File: config.mk
export PLATFORM = sky130hd
export DESIGN_NAME = ysyx_22050854_mul_issue
export DESIGN_NICKNAME = d
export VERILOG_FILES = /design/src/rtl/ysyx_22050854_mul_pkg.sv /design/src/rtl/ysyx_22050854_mul_issue.sv
export SDC_FILE = /design/constraint.sdc
export NUM_CORES = 1
export LEC_CHECK = 0
export BUFFER_PORTS_ARGS = -buffer_cell sky130_fd_sc_hd__buf_2
export CAP_MARGIN = 20
export CORE_AREA = 2 2 184 186
export CTS_CLUSTER_SIZE = 14
export DETAILED_ROUTE_END_ITERATION = 6
export DIE_AREA = 0 0 186 188
export PLACE_DENSITY_LB_ADDON = 0.25
export SLEW_MARGIN = 10
export SYNTH_ARGS = -nofsm -noshare
export SYNTH_HDL_FRONTEND = slang
export SYNTH_SLANG_ARGS = --single-unit
File: constraint.sdc
create_clock -name clock -period 2.9 [get_ports clock]
set_input_delay 0.29 -clock clock [delete_from_list [all_inputs] [get_ports clock]]
set_output_delay 0.29 -clock clock [all_outputs]
set_load 0.05 [all_outputs]
File: src/rtl/ysyx_22050854_mul_pkg.sv
// Shared definitions for the multiply issue stage: op encodings, operand
// signedness codes for the multiplier, and the issue FSM state enum.
package ysyx_22050854_mul_pkg;

   localparam int unsigned OP_W  = 2;
   localparam int unsigned RD_W  = 5;
   localparam int unsigned SGN_W = 2;

   // RISC-V M-extension multiply flavours as presented by the EXU
   typedef enum logic [OP_W-1:0] {
      OP_MUL    = 2'b00,
      OP_MULH   = 2'b01,
      OP_MULHSU = 2'b10,
      OP_MULHU  = 2'b11
   } mul_op_e;

   // m_signed[1] = multiplicand signed, m_signed[0] = multiplier signed
   localparam logic [SGN_W-1:0] SGN_SS = 2'b11;
   localparam logic [SGN_W-1:0] SGN_SU = 2'b10;
   localparam logic [SGN_W-1:0] SGN_UU = 2'b00;

   typedef enum logic [2:0] {
      ST_IDLE  = 3'd0,
      ST_REQ   = 3'd1,
      ST_WAIT  = 3'd2,
      ST_DONE  = 3'd3,
      ST_DRAIN = 3'd4
   } mul_state_e;

   // Operand signedness for an op; MULW always multiplies signed words
   function automatic logic [SGN_W-1:0] signed_code(input mul_op_e op, input logic word);
      logic [SGN_W-1:0] code;
      code = SGN_SS;
      if (!word) begin
         case (op)
            OP_MUL, OP_MULH: code = SGN_SS;
            OP_MULHSU:       code = SGN_SU;
            OP_MULHU:        code = SGN_UU;
            default:         code = SGN_SS;
         endcase
      end
      return code;
   endfunction

endpackage

File: src/rtl/ysyx_22050854_mul_issue.sv
// Multiply issue stage: accepts one multiply op from the EXU, hands its
// operands to an external multiplier, waits for the product, selects the
// architectural result and presents it on the writeback handshake.
// Supports cancellation (flush) at any point, including draining a product
// already in flight inside the multiplier.
//
// Optional feature macro: YSYX_22050854_MUL_ZERO_BYPASS_EN -- when defined,
// an op with a zero operand completes directly with result 0 and is never
// sent to the multiplier.
//
// Ports:
//   clock, reset (async, active-low)
//   in_valid/in_ready, in_op, in_word, in_rd, in_src1, in_src2 : EXU request
//   flush                                                     : cancel in-flight op
//   out_valid/out_ready, out_rd, out_result                   : writeback
//   busy                                                      : state != IDLE
//   m_valid/m_ready, m_signed, m_mulw, m_flush,
//   m_multiplicand, m_multiplier                              : multiplier request
//   m_out_valid, m_result_hi, m_result_lo                     : multiplier response
module ysyx_22050854_mul_issue
   import ysyx_22050854_mul_pkg::*;
#(
   parameter int unsigned XLEN = 64
) (
   input  logic             clock,
   input  logic             reset,
   input  logic             in_valid,
   output logic             in_ready,
   input  logic [OP_W-1:0]  in_op,
   input  logic             in_word,
   input  logic [RD_W-1:0]  in_rd,
   input  logic [XLEN-1:0]  in_src1,
   input  logic [XLEN-1:0]  in_src2,
   input  logic             flush,
   output logic             out_valid,
   input  logic             out_ready,
   output logic [RD_W-1:0]  out_rd,
   output logic [XLEN-1:0]  out_result,
   output logic             busy,
   output logic             m_valid,
   output logic             m_mulw,
   output logic             m_flush,
   output logic [SGN_W-1:0] m_signed,
   output logic [XLEN-1:0]  m_multiplicand,
   output logic [XLEN-1:0]  m_multiplier,
   input  logic             m_ready,
   input  logic             m_out_valid,
   input  logic [XLEN-1:0]  m_result_hi,
   input  logic [XLEN-1:0]  m_result_lo
);

   mul_state_e      state_q, state_d;
   mul_op_e         op_q;
   logic            word_q;
   logic [RD_W-1:0] rd_q;
   logic [XLEN-1:0] src1_q, src2_q, result_q;
   logic            accept_c, capture_c, bypass_c;
   logic [XLEN-1:0] sel_result_c;

   // Handshake / status outputs, all derived from the current state
   assign in_ready       = (state_q == ST_IDLE) & ~flush;
   assign busy           = (state_q != ST_IDLE);
   assign m_valid        = (state_q == ST_REQ) & ~flush;
   assign m_flush        = flush & (state_q != ST_IDLE);
   assign out_valid      = (state_q == ST_DONE) & ~flush;
   assign out_rd         = rd_q;
   assign out_result     = result_q;
   assign m_multiplicand = src1_q;
   assign m_multiplier   = src2_q;
   assign m_mulw         = word_q;
   assign m_signed       = signed_code(op_q, word_q);

   // Architectural result from the raw product
   always_comb begin
      sel_result_c = m_result_hi;
      if (word_q)
         sel_result_c = {{(XLEN-32){m_result_lo[31]}}, m_result_lo[31:0]};
      else if (op_q == OP_MUL)
         sel_result_c = m_result_lo;
   end

   // State register
   always_ff @(posedge clock or negedge reset) begin
      if (!reset) state_q <= ST_IDLE;
      else        state_q <= state_d;
   end

   // Next-state logic and datapath strobes
   always_comb begin
      state_d   = state_q;
      accept_c  = 1'b0;
      capture_c = 1'b0;
      bypass_c  = 1'b0;
      case (state_q)
         ST_IDLE: begin
            if (in_valid && in_ready) begin
               accept_c = 1'b1;
               state_d  = ST_REQ;
`ifdef YSYX_22050854_MUL_ZERO_BYPASS_EN
               if (in_src1 == '0 || in_src2 == '0) begin
                  bypass_c = 1'b1;
                  state_d  = ST_DONE;
               end
`endif
            end
         end
         ST_REQ: begin
            if (flush)        state_d = ST_IDLE;
            else if (m_ready) state_d = ST_WAIT;
         end
         ST_WAIT: begin
            // A product arriving in the flush cycle is itself the one to drop
            if (flush)            state_d = m_out_valid ? ST_IDLE : ST_DRAIN;
            else if (m_out_valid) begin
               capture_c = 1'b1;
               state_d   = ST_DONE;
            end
         end
         ST_DONE: begin
            if (flush || out_ready) state_d = ST_IDLE;
         end
         ST_DRAIN: begin
            if (m_out_valid) state_d = ST_IDLE;
         end
         default: state_d = ST_IDLE;
      endcase
   end

   // Latched request and captured result
   always_ff @(posedge clock or negedge reset) begin
      if (!reset) begin
         op_q     <= OP_MUL;
         word_q   <= 1'b0;
         rd_q     <= '0;
         src1_q   <= '0;
         src2_q   <= '0;
         result_q <= '0;
      end else begin
         if (accept_c) begin
            op_q   <= mul_op_e'(in_op);
            word_q <= in_word;
            rd_q   <= in_rd;
            src1_q <= in_src1;
            src2_q <= in_src2;
            if (bypass_c) result_q <= '0;
         end
         if (capture_c) result_q <= sel_result_c;
      end
   end

endmodule

==> results of run 1 <==
worst paths after layout:
path | depth (start not counted) | slack (ns) | start | to
worst min register to register | 1 | 0.48 | out_result[51]$_DFFE_PN0P_ | out_result[51]$_DFFE_PN0P_
max in group asynchronous | 3 | 1.75 | reset | m_multiplier[38]$_DFFE_PN0P_
worst min-delay path | 2 | 0.03 | in_src2[32] | m_multiplier[32]$_DFFE_PN0P_
worst max-delay path | 2 | 0.76 | state_q[1]$_DFFE_PN0P_ | in_ready
worst max register to register | 4 | 0.82 | state_q[1]$_DFFE_PN0P_ | m_multiplier[22]$_DFFE_PN0P_
min in group asynchronous | 2 | 0.37 | reset | m_multiplicand[35]$_DFFE_PN0P_
worst register-to-register path, cell delays in order, from the launching register on:
cell and delay (ns):
dfrtp_1 0.50, nor4_4 0.47, nand2_8 0.30, buf_4 0.38, mux2_2 0.31
per-stage QoR:
step / std cells / hold WS (ns) / area (um2) / worst slack (ns) / total power, W
2_1_floorplan: 611 / -0.00559 / 8650 / 0.723 / 0.00935
3_3_place_gp: 1500 / 0.374 / 11600 / 0.865 / 0.0111
3_5_place_dp: 1500 / 0.375 / 11600 / 0.824 / 0.0112
4_1_cts: 1670 / 0.00125 / 13700 / 0.730 / 0.0146
5_1_grt: 1670 / 0.000428 / 13700 / 0.670 / 0.0151
6_report: 1670 / 0.0258 / 13700 / 0.762 / 0.0144
cells by family (layout without fill, tap and decap cells):
| kind of cell | count (synthesis) | in the layout | share of synthesized area |
|---|---|---|---|
| DFF | 203 | 203 | 0.587 |
| muxes | 170 | 170 | 0.234 |
| AOI/OAI and AO/OA | 163 | 163 | 0.133 |
| buffers and inverters | 54 | 665 | 0.0308 |
| and+or+nand+nor | 21 | 21 | 0.0149 |
sequential cells by signal, summed over array words and instances, names as in the netlist:
signal / cells
m_multiplicand: 64
m_multiplier: 64
out_result: 64
out_rd: 5
state_q: 3
op_q: 2
m_mulw: 1
what timing repair did:
action	in CTS	in global routing
hold endpoints to repair	193	0
gates resized for setup	0	0
buffers inserted	0	0
setup endpoints to repair	0	0
hold buffers	127	0
cell type report:
class,instances,area share
flip-flops and latches,203,0.371
repair buffers,622,0.282
multi-input cells,354,0.243
clock buffers,35,0.0542
well taps,448,0.0409
clock inverters,8,0.00876
power breakdown:
| part | total [W] | switching, W | internal (W) |
|---|---|---|---|
| combinational | 0.00690 | 0.00495 | 0.00195 |
| clock | 0.00320 | 0.00117 | 0.00203 |
| sequential | 0.00432 | 0.000511 | 0.00381 |
placed cells by master, fill, tap and decap left out, types with 2 or more instances in the layout:
cell type      count
a21oi_1           31
o2bb2ai_1         32
a31oi_1           31
nand2b_1           2
dlygate4sd3_1    127
buf_2            474
clkbuf_16         25
mux2_4            40
nand2_1            4
mux2_2            98
a21boi_0           2
buf_4             15
clkinvlp_4         2
clkinv_2           3
mux2i_1           32
buf_12             5
clkbuf_8           9
nor2_1             3
a211oi_1          32
nand3b_1           2
o21a_1            32
dfrtp_1          203
bufinv_16          3
clkbuf_1           2
per-layer routing:
layer	global-route usage	vias to the layer above	wire (um)	part of all wire
met4	0.0530	2	972	0.036
li1	-	3463	-	-
met3	0.0315	56	1670	0.062
met2	0.261	268	13600	0.50
met1	0.169	3468	10800	0.40
met5	0	-	7	0.00026
==> impl_metrics.tcl, run 1 <==
set metrics [dict create \
    status "complete, no violations" \
    synth_area_per_cell_um2 14.2 \
    tns_ns 0 \
    worstSetupPathType "reg2out" \
    initial_core_util 0.261 \
    root_buffer "clkbuf_16" \
    power_density_nw_per_um2 1050 \
    p_leak_nw 6.75 \
    finClkSkew_ns 0.00848 \
    dr.pass1.iters 4 \
    grt_max_degree 73 \
    slew_headroom 0.543 \
    hold_path_class "in2reg" \
    drive_gt1_frac 0.556 \
    max_stage_delay_ns 0.50 \
    row_count 67 \
    wl_mm 27.0 \
    grt_usage 0.146 \
    path_cells "nor4_4, buf_2" \
    synth_area_um2 8650 \
    gp_routability_congestion 0.807 \
    grt_overflow 0 \
    yosys.area.top_type "dfrtp_1" \
    crit_family "flip-flops" \
    synth_flop_cell "dfrtp_1" \
    grt_pass1_vias 7474 \
    clockBufferDepth 3 \
    worst_pin_slew_ns 0.685 \
    synth_area_leaders "dfrtp_1, mux2_2, mux2_4, mux2i_1, o2bb2ai_1" \
    fmax_mhz 468 \
    period_minus_slack_ns 2.14 \
    finalSetupViolCount 0 \
    path_buf_inv 1 \
    viasPerCell 4.35 \
    nNetsFinal 1476 \
    wl_per_cell_um 16.2 \
    num_vias 7257 \
    cts_sinks 203 \
    grt_pass1_wl_mm 40.7 \
    end_kind "primary output" \
    core_area_um2 33100 \
    final_util 0.414 \
    chipWidth_um 186 \
    fp.dieArea_um2 35000 \
    yosys.area.top_type_share 0.587 \
    antenna_cells 0 \
    synth_cell_type_count 30 \
    clk_pin_slew_ns 0.06 \
    synth-edff-count 0 \
    synth_async_sr_flop_share 1.00 \
    final_hold_viol_count 0 \
    rsz0062_at_grt "false" \
    required_ns 2.61 \
    numPortBuffers 475 \
    synthesis.nets 882 \
    cp-start-kind "register" \
    die_h_um 188 \
    drc_errors 0 \
    crit_fanout 10 \
    cap_violations 0 \
    post-dp-hpwl_mm 19.5 \
    boundaryPins 476 \
    irDropWorstVdd_v 0.000484 \
    timing_max_transition_violations_final 0 \
    slowest_stage "dfrtp_1" \
    cts_tree "done" \
    ant_nets 0 \
    yosysMostFrequentCell "dfrtp_1" \
    cts_max_level 1 \
    cts_buffers 24 \
    yosys-top-cells-count "dfrtp_1, mux2_2, mux2_4" \
    syn_inst 611 \
    area_growth_pct 58.5 \
    antenna_found_initial 1 \
    regArea_um2 5080 \
    ys_seq_area_frac 0.587 \
    multi_input_comb_area_um2 3340 \
    layout_worst_path_cycle_share 0.737 \
    worstSkewPairLatency_ns 0.51 \
    yosys_warnings 0 \
    fillers 3166 \
    drt_iter0_markers 203 \
    arrival_ns 1.85 \
    synth_seq_cells 203 \
]
No activity file was read; power rests on OpenSTA's default activity.
==> run 2, diff against run 1 <==
- ABC_AREA: unset -> 1
- CORE_AREA: 2 2 184 186 -> 2 2 186 188
- DIE_AREA: 0 0 186 188 -> 0 0 188 190
- clock period: 2.9 -> 2.2 ns (I/O delays scaled with it)
==> run 2 against run 1 <==
Register-to-register slack got worse by 0.61 ns. Clock skew rose by 0.0042 ns. Die area rose by 2.2%. Clock-buffer cell count fell by 2. Cell count rose by 30%. Flip-flop and latch count did not move. Power rose by 66%. Routed wire length rose by 23%. Worst setup slack got worse by 0.56 ns. Synthesized area rose by 1.6%. Combinational power rose by 87%. Critical endpoint unchanged. Largest cell class unchanged.
==> impl_metrics.tcl, run 2 <==
set metrics [dict create \
    tns_ns 0 \
    power_density_nw_per_um2 1640 \
    synth_flop_cell "dfrtp_1" \
    chipWidth_um 188 \
    wl_per_cell_um 15.4 \
    end_kind "primary output" \
    cts_sinks 203 \
    final_hold_viol_count 0 \
    die_h_um 190 \
    fin_cells 2166 \
    cts_max_level 1 \
    r2r-end "out_result[8]$_DFFE_PN0P_" \
    cp-endpoint "in_ready" \
    initial_core_util 0.259 \
    finalSetupViolCount 0 \
    slowest_stage "dfrtp_1" \
    finClkSkew_ns 0.0127 \
    cts_tree "done" \
    worst_pin_slew_ns 0.567 \
    dr.pass1.iters 7 \
    clockBufferDepth 3 \
    r2r_cells 7 \
    grt_pass1_wl_mm 51.3 \
    worstSkewPairLatency_ns 0.53 \
    numPortBuffers 475 \
    worstSetupPathType "reg2out" \
    ant_nets 0 \
    synth_area_um2 8780 \
    whs_ns 0.0260 \
    crit_family "buffers and inverters" \
    row_count 68 \
    yosysMostFrequentCell "dfrtp_1" \
    drt_iter0_markers 294 \
    final_common_cell "buf_2" \
    final_util 0.430 \
    drive_gt1_frac 0.330 \
    max_stage_delay_ns 0.46 \
    synth_seq_cells 203 \
    post-dp-hpwl_mm 23.3 \
    final_cell_mix "buf_2, dlygate4sd3_1, dfrtp_1, nand2_1, o21ai_0" \
    cts_buffers 25 \
    grt_usage 0.180 \
    worst-path-stages 5 \
    num_vias 9331 \
    synth_async_sr_flop_share 1.00 \
    irDropWorstVdd_v 0.00103 \
    period_minus_slack_ns 2.00 \
    fp.dieArea_um2 35700 \
    grt_overflow 0 \
    cp-start-kind "register" \
    setup_slack_ns 0.203 \
    cap_violations 0 \
    core_area_um2 33900 \
    grt_pass1_vias 9292 \
    grt_max_degree 67 \
    syn_inst 1025 \
    path_cells "nor3_1, buf_4, inv_1, nor2_1, buf_2" \
    area_growth_pct 66.1 \
    crit_fanout 7 \
    dp_slack_ns 0.393 \
    rsz0062_at_grt "false" \
    reg2reg_slack_ns 0.21 \
    yosys.area.top_type "dfrtp_1" \
    yosys-top-cells-count "dfrtp_1, nand2_1, o21ai_0, inv_1, nor2_1" \
    p_leak_nw 7.75 \
    layout_worst_path_cycle_share 0.908 \
    yosys_warnings 0 \
    gp_routability_congestion 0.924 \
    drc_errors 0 \
    dpl.cell_count 1911 \
    crit_start "state_q[1]$_DFFE_PN0P_" \
    wl_mm 33.4 \
    clk_pin_slew_ns 0.06 \
    viasPerCell 4.31 \
    path_buf_inv 3 \
    status "complete, no violations" \
    synth_area_per_cell_um2 8.57 \
    arrival_ns 1.78 \
    ys_seq_area_frac 0.578 \
    required_ns 1.98 \
    nNetsFinal 1964 \
    boundaryPins 476 \
    synth_area_leaders "dfrtp_1, o21ai_0, nand2_1, inv_1, nor2_1" \
    yosys.area.top_type_share 0.578 \
    timing_max_transition_violations_final 0 \
    slew_headroom 0.622 \
    synth-edff-count 0 \
    hold_path_class "in2reg" \
    reg2reg_from "op_q[1]$_DFFE_PN0P_" \
    root_buffer "clkbuf_16" \
    fmax_mhz 501 \
    fillers 3393 \
    synthesis.nets 1296 \
    synth_cell_type_count 21 \
    antenna_found_initial 3 \
]
-- run 2: cell types whose count changed after synthesis, sizes merged, moves of 13 or more --
| cell | delta |
|---|---|
| mux2i | -32 |
| nand2 | +177 |
| nand3 | +44 |
| inv | +148 |
| nor2 | +141 |
| mux2 | -138 |
| o21a | -32 |
| o2bb2ai | -32 |
| a211oi | -32 |
| o21ai | +169 |
| buf | +13 |
-- run 2: worst min-delay path by stage --
stage                               start                            end  slack (ns)  depth (start not counted)
after floorplan                     reset  m_multiplicand[0]$_DFFE_PN0P_       -0.08                          0
after global placement              reset     out_result[50]$_DFFE_PN0P_        0.19                          1
after detailed placement            reset     out_result[50]$_DFFE_PN0P_        0.19                          1
after CTS                 m_result_lo[57]     out_result[57]$_DFFE_PN0P_       0.001                          3
after global routing      m_result_lo[47]     out_result[47]$_DFFE_PN0P_        0.02                          3
final                     m_result_lo[42]     out_result[42]$_DFFE_PN0P_        0.03                          3
-- run 2: repair_timing --
item	4_1_cts	5_1_grt
setup endpoints to repair	0	3
hold endpoints to repair	228	0
hold buffers	210	0
resized for setup	0	6
setup buffers	0	0
-- run 2: worst reg2reg max path: cells and delay by family, from the launching register on --
kind                   cells  cell delay, ns
AOI/OAI and AO/OA          1            0.18
buffers and inverters      3            0.93
DFF                        1            0.41
and+or+nand+nor            3            0.42
-- run 2: logic make-up after synthesis --
group / after synthesis / synth area share
DFF: 203 / 0.578
and+or+nand+nor: 374 / 0.169
AOI/OAI and AO/OA: 235 / 0.144
buffers and inverters: 213 / 0.108
-- run 2: layout make-up --
type / instances / area [um2] / area share
Antenna cell: 1 / 2.50 / 0.000172
Clock inverter: 11 / 150 / 0.0103
Clock buffer: 33 / 726 / 0.0497
Tap cell: 455 / 569 / 0.0390
Multi-Input combinational cell: 609 / 2770 / 0.190
Timing Repair Buffer: 705 / 4730 / 0.324
Inverter: 149 / 563 / 0.0386
Sequential cell: 203 / 5080 / 0.348
-- run 2: metrics by stage --
stage	cell area, um2	total power [W]
global placement	11600	0.0192
global route	14600	0.0252
floorplan	8780	0.0158
CTS	14600	0.0241
finish	14600	0.0239
detailed placement	11600	0.0193
-- run 2: power breakdown --
| group | switching, W | total [W] | internal (W) | leakage, nW |
|---|---|---|---|---|
| clock network | 0.00170 | 0.00437 | 0.00267 | 0.428 |
| registers | 0.00104 | 0.00657 | 0.00553 | 2.46 |
| logic | 0.00994 | 0.0129 | 0.00299 | 4.86 |
-- run 2: routing by layer --
layer | vias to the layer above | track usage | wire [um]
li1 | 4563 | - | -
met4 | 4 | 0.0418 | 653
met2 | 409 | 0.327 | 16900
met5 | - | 0 | 30
met1 | 4300 | 0.212 | 13100
met3 | 55 | 0.0445 | 2680
